**src/rtl/paddle_motion.sv**
```systemverilog
// rtl/paddle_motion.sv - paddle x-position with acceleration, friction and wall clamping
module paddle_motion #(
  parameter int unsigned X_MIN    = 5,
  parameter int unsigned X_MAX    = 540,
  parameter int unsigned X_INIT   = 200,
  parameter int unsigned ACCEL    = 2,
  parameter int unsigned VMAX     = 12,
  parameter int unsigned FRICTION = 4
) (
  input  logic       clk,
  input  logic       rst,
  input  logic       tick,
  input  logic       enable,
  input  logic       recenter,
  input  logic       key_left,
  input  logic       key_right,
  output logic [9:0] board_x,
  output logic [4:0] speed,
  output logic       dir,
  output logic       moving,
  output logic       wall_hit
);

  typedef enum logic [1:0] {IDLE, RIGHT, LEFT} state_t;

  localparam logic [10:0] XMIN_W  = 11'(X_MIN);
  localparam logic [10:0] XMAX_W  = 11'(X_MAX);
  localparam logic [9:0]  XINIT_W = 10'(X_INIT);
  localparam logic [5:0]  ACCEL_W = 6'(ACCEL);
  localparam logic [5:0]  VMAX_W  = 6'(VMAX);
  localparam logic [5:0]  FRIC_W  = 6'(FRICTION);

  state_t      state_q, state_d;
  logic [9:0]  x_d;
  logic [4:0]  speed_d;
  logic        dir_d;
  logic        hit_d;
  logic [4:0]  spd_new;
  logic [5:0]  acc_sum;
  logic [10:0] pos_sum;
  logic [10:0] lo_lim;
  logic        cmd_right;
  logic        cmd_left;

  assign cmd_right = key_right & ~key_left;
  assign cmd_left  = key_left & ~key_right;

  // state, speed and position registers; moving is decoded from the next state
  always_ff @(posedge clk or negedge rst) begin
    if (!rst) begin
      state_q  <= IDLE;
      board_x  <= XINIT_W;
      speed    <= 5'd0;
      dir      <= 1'b1;
      moving   <= 1'b0;
      wall_hit <= 1'b0;
    end else begin
      state_q  <= state_d;
      board_x  <= x_d;
      speed    <= speed_d;
      dir      <= dir_d;
      moving   <= (state_d != IDLE);
      wall_hit <= hit_d;
    end
  end

  // next-state: control priority, speed ramp, then position with wall clamp using the new speed
  always_comb begin
    state_d = state_q;
    x_d     = board_x;
    speed_d = speed;
    dir_d   = dir;
    hit_d   = 1'b0;
    spd_new = speed;
    acc_sum = {1'b0, speed} + ACCEL_W;
    pos_sum = 11'd0;
    lo_lim  = 11'd0;

    if (recenter) begin
      x_d     = XINIT_W;
      speed_d = 5'd0;
      state_d = IDLE;
    end else if (!enable) begin
      speed_d = 5'd0;
      state_d = IDLE;
    end else if (tick) begin
      case (state_q)
        IDLE: begin
          if (cmd_right) begin
            state_d = RIGHT;
            dir_d   = 1'b1;
            spd_new = ACCEL_W[4:0];
          end else if (cmd_left) begin
            state_d = LEFT;
            dir_d   = 1'b0;
            spd_new = ACCEL_W[4:0];
          end
        end
        RIGHT, LEFT: begin
          // only a key in the current direction accelerates; anything else brakes
          if ((state_q == RIGHT && cmd_right) || (state_q == LEFT && cmd_left)) begin
            spd_new = (acc_sum > VMAX_W) ? VMAX_W[4:0] : acc_sum[4:0];
          end else begin
            spd_new = ({1'b0, speed} > FRIC_W) ? (speed - FRIC_W[4:0]) : 5'd0;
          end
          if (spd_new == 5'd0) begin
            state_d = IDLE;
          end
        end
        default: state_d = IDLE;
      endcase

      speed_d = spd_new;
      pos_sum = {1'b0, board_x} + {6'b0, spd_new};
      lo_lim  = XMIN_W + {6'b0, spd_new};

      if (state_d == RIGHT) begin
        if ({1'b0, board_x} >= XMAX_W) begin
          // already against the wall: refuse the move silently
          speed_d = 5'd0;
          state_d = IDLE;
        end else if (pos_sum >= XMAX_W) begin
          x_d     = XMAX_W[9:0];
          speed_d = 5'd0;
          state_d = IDLE;
          hit_d   = 1'b1;
        end else begin
          x_d = pos_sum[9:0];
        end
      end else if (state_d == LEFT) begin
        if ({1'b0, board_x} <= XMIN_W) begin
          speed_d = 5'd0;
          state_d = IDLE;
        end else if ({1'b0, board_x} <= lo_lim) begin
          x_d     = XMIN_W[9:0];
          speed_d = 5'd0;
          state_d = IDLE;
          hit_d   = 1'b1;
        end else begin
          x_d = board_x - {5'b0, spd_new};
        end
      end
    end
  end

endmodule
```
**config.mk**
```make
export PLATFORM = sky130hd
export DESIGN_NAME = paddle_motion
export DESIGN_NICKNAME = d
export VERILOG_FILES = /design/src/rtl/paddle_motion.sv
export SDC_FILE = /design/constraint.sdc
export NUM_CORES = 1
export LEC_CHECK = 0
export ABC_CLOCK_PERIOD_IN_PS = 5380
export CORE_MARGIN = 2
export CORE_UTILIZATION = 41
export DETAILED_ROUTE_END_ITERATION = 16
export SETUP_SLACK_MARGIN = 0.2
export SLEW_MARGIN = 10
export SYNTH_ARGS = -nofsm -noshare
export SYNTH_HDL_FRONTEND = slang
export SYNTH_SLANG_ARGS = --single-unit
```
**constraint.sdc**
```tcl
create_clock -name clk -period 5.38 [get_ports clk]
set_clock_uncertainty 0.1 [all_clocks]
set_input_delay 1.076 -clock clk [delete_from_list [all_inputs] [get_ports clk]]
set_output_delay 1.076 -clock clk [all_outputs]
set_load 0.01 [all_outputs]
```
==> metrics.txt, run 1 <==
area of the core=0.00592 sq mm; Pwr Total=833 uW; critical hold path startpoint=dir; first-pass GRT wire length=12200 um; Die X=82.2 um; largest net degree at the start of global routing=21; CTS tree=built; Worst Hold Margin=0.378 ns; n_diodes=0; GRT Total Usage=23.4%; mux contribution to synthesized area=1.65%; Die Y-Extent=82.2 um; Crit Path Class=in -> reg; htree depth=1; vias per std cell=5.88; Worst setup EP type=flip-flop; Clock Pin Slew Worst Setup and Hold Paths=0.09 ns; CP Launch Type=primary input; Gate power share=52.1%; fin crit share=87.8%; drt first pass iters=5; pwr dens=251 mW/mm^2; DR iter-0 viols=104; sequential area share after synthesis=20.2%; final core occ=56.0%; Synth Area in Simple Gates=15.2%; hold depth=2; DP Cell Count=435; antenna viol nets, final=0; max_slew headroom=30.7%; Remaining Overflow, GRT=0; crit path from=key_left; initial antenna violation count=0; min Tclk post-route=4.73 ns; sequential share of power=29.1%; yosys warns=0; reg2reg start=state_q[0]; share of layout cells above drive strength 1=25.3%; Mapped Cells=309; synthesized net count=346; Initial Util=42.3%; Max clock buf depth=2; DRT Wirelength=7480 um; FFs w/ async S/R, synth=100%; Die ar.=0.00675 sq mm; Critical Path RT=5.45 ns; total CTS buffers=3; final setup fails=0; maximum vdd drop=0.149 mV; clk sinks=20; post-synthesis adder-cell area fraction=15.6%; # port buffers=24; Synth Cell Area=0.00251 sq mm; max_cap viols=0; switch share=40.6%; DP Wirelength=5550 um; Post-Synth XOR/XNOR Area=4.19%; Clock Latency Late Sink=0.27 ns; Worst Path Arrival=4.79 ns; Clock Tree Root=clkbuf_8; syn avg cell area=8.11 sq um; run status=complete, no violations; worst slew pin tran=1.04 ns; combinational family with the most area after synthesis=compound AO/OA/AOI/OAI gates; drt drc=0; vias in the first global route=2537; Layout area overhead=32.3%; fmax=212 MHz; GP Congestion=0.881; Final #Nets=406; number of synthesized flops with an enable pin=0; leakage=0.00143 uW; FP Rows=28; Post-synth top flop=dfrtp_1; critical path peak fanout=5; Slew Viols, Final=0; FF+latch count, synth=20; non-filler cells, final=443; Wirelength per Cell=16.9 um; Int Pwr=495 uW; Final Hold Viols=0; Sw Pwr=338 uW; Setup Total Neg Slack=0 ns; post-synthesis compound-gate area fraction=36.0%; Via Count=2607; num ports=25; worst hold-check path type=reg -> reg; power share of the clock group=18.8%; RSZ-0062 raised after global routing=false; Synth cell types=63; reg2reg path depth=19
[synthesized netlist by cell type, drive strengths merged (5+ instances only)]
library cell | count | share of area [%]
o21bai | 5 | 1.5
a21oi | 21 | 4.2
a221oi | 5 | 2.0
inv | 30 | 4.5
a22o | 6 | 2.1
a31oi | 7 | 2.3
nor3 | 11 | 2.6
xnor2 | 10 | 3.5
dfrtp | 16 | 16
nor2 | 23 | 3.4
a211oi | 8 | 2.6
ha | 28 | 14
o21ai | 29 | 5.8
nand2 | 21 | 3.1
buf | 7 | 2.1
[kinds of logic after synthesis]
logic type | Yosys count
AOI/OAI and AO/OA | 123
and+or+nand+nor | 79
buffers and inverters | 41
adders and majority gates | 30
DFF | 20
xor gates and xnor gates | 12
muxes | 4
[sequential cells by signal, summed over array words and instances, names as in the netlist]
| name | flops |
|---|---|
| state_q | 2 |
| moving | 1 |
| dir | 1 |
| wall_hit | 1 |
| speed | 5 |
| board_x | 10 |
[critical path, cell delays in order]
cell	delay [ns]
dlymetal6s2s_1	0.14
inv_1	0.06
ha_2	0.20
buf_4	0.12
a22oi_2	0.07
buf_4	0.15
a221oi_1	0.27
o21ai_0	0.18
o21ai_2	0.16
ha_1	0.30
o21ai_0	0.16
o21bai_1	0.11
a21oi_2	0.22
mux2i_2	0.31
o32ai_2	0.11
a211oi_2	0.46
buf_4	0.25
inv_1	0.06
o211a_1	0.13
o41ai_2	0.26
[final timing paths]
| check | to | slack, ns |
|---|---|---|
| max | board_x[4] | 0.65 |
| min | dir | 0.38 |
| max reg2reg | board_x[4] | 0.87 |
| min reg2reg | dir | 0.38 |
| max in group asynchronous | board_x[8] | 3.28 |
| min in group asynchronous | state_q[0] | 1.27 |
[layout by cell type, fill, tap and decap left out, types with 3 or more instances in the layout]
cell type / count
o21bai_1: 5
dfstp_2: 4
o31ai_1: 3
inv_1: 29
a21o_1: 3
a21oi_1: 16
dfrtp_1: 16
a221oi_1: 3
nor3_2: 5
a21oi_2: 5
ha_1: 26
xnor2_1: 10
o21ai_2: 4
buf_4: 41
clkbuf_8: 3
o21ai_0: 16
o21ai_1: 9
and3_1: 4
a211oi_2: 4
a31oi_1: 6
nand2_1: 21
clkdlybuf4s50_1: 22
nor3_1: 6
nor2_1: 23
o22ai_1: 3
a211oi_1: 4
or3_1: 4
o211ai_1: 4
a22o_1: 5
[per-layer routing]
| layer | track usage [%] | part of all wire [%] | vias up |
|---|---|---|---|
| li1 | - | - | 1274 |
| met1 | 30.6 | 44 | 1240 |
| met2 | 40.9 | 50 | 77 |
| met3 | 3.15 | 5.0 | 16 |
| met4 | 5.00 | 1.7 | 0 |
| met5 | 0 | 0 | - |
[power groups by stage]
| stage | Clock, uW | Combinational, uW | Sequential (uW) |
|---|---|---|---|
| 2_1_floorplan | 0 | 273 | 217 |
| 3_3_place_gp | 0 | 399 | 243 |
| 3_5_place_dp | 0 | 400 | 244 |
| 4_1_cts | 161 | 404 | 241 |
| 5_1_grt | 168 | 477 | 247 |
| 6_report | 157 | 434 | 242 |
[cell type report]
cell class / count / area, sq um
Fill cell: 561 / 2610
Sequential cell: 20 / 505
Clock inverter: 1 / 30.0
Multi-Input combinational cell: 248 / 1970
Timing Repair Buffer: 66 / 564
Inverter: 30 / 113
Clock buffer: 3 / 41.3
Tap cell: 75 / 93.8
[stage by stage]
stage	instance area, sq um	setup slack [ns]
floorplan	2510	0.262
global placement	3060	-0.0944
detailed placement	3060	-0.137
CTS	3140	0.203
global route	3320	0.393
finish	3320	0.654
[what timing repair did]
item / CTS / global route
cloned: 0 / 0
endpoints found under the setup margin: 6 / 19
buffers inserted: 0 / 4
resized for setup: 2 / 35
pin swaps: 1 / 14
hold buffers: 0 / 0
Power figures use the tool's default switching activity.
==> inputs of run 2 (changes only) <==
Settings changed: SLEW_MARGIN 10 to default.
==> results of run 2 <==
The final DEF is identical to that of run 1; final timing and power are the same.
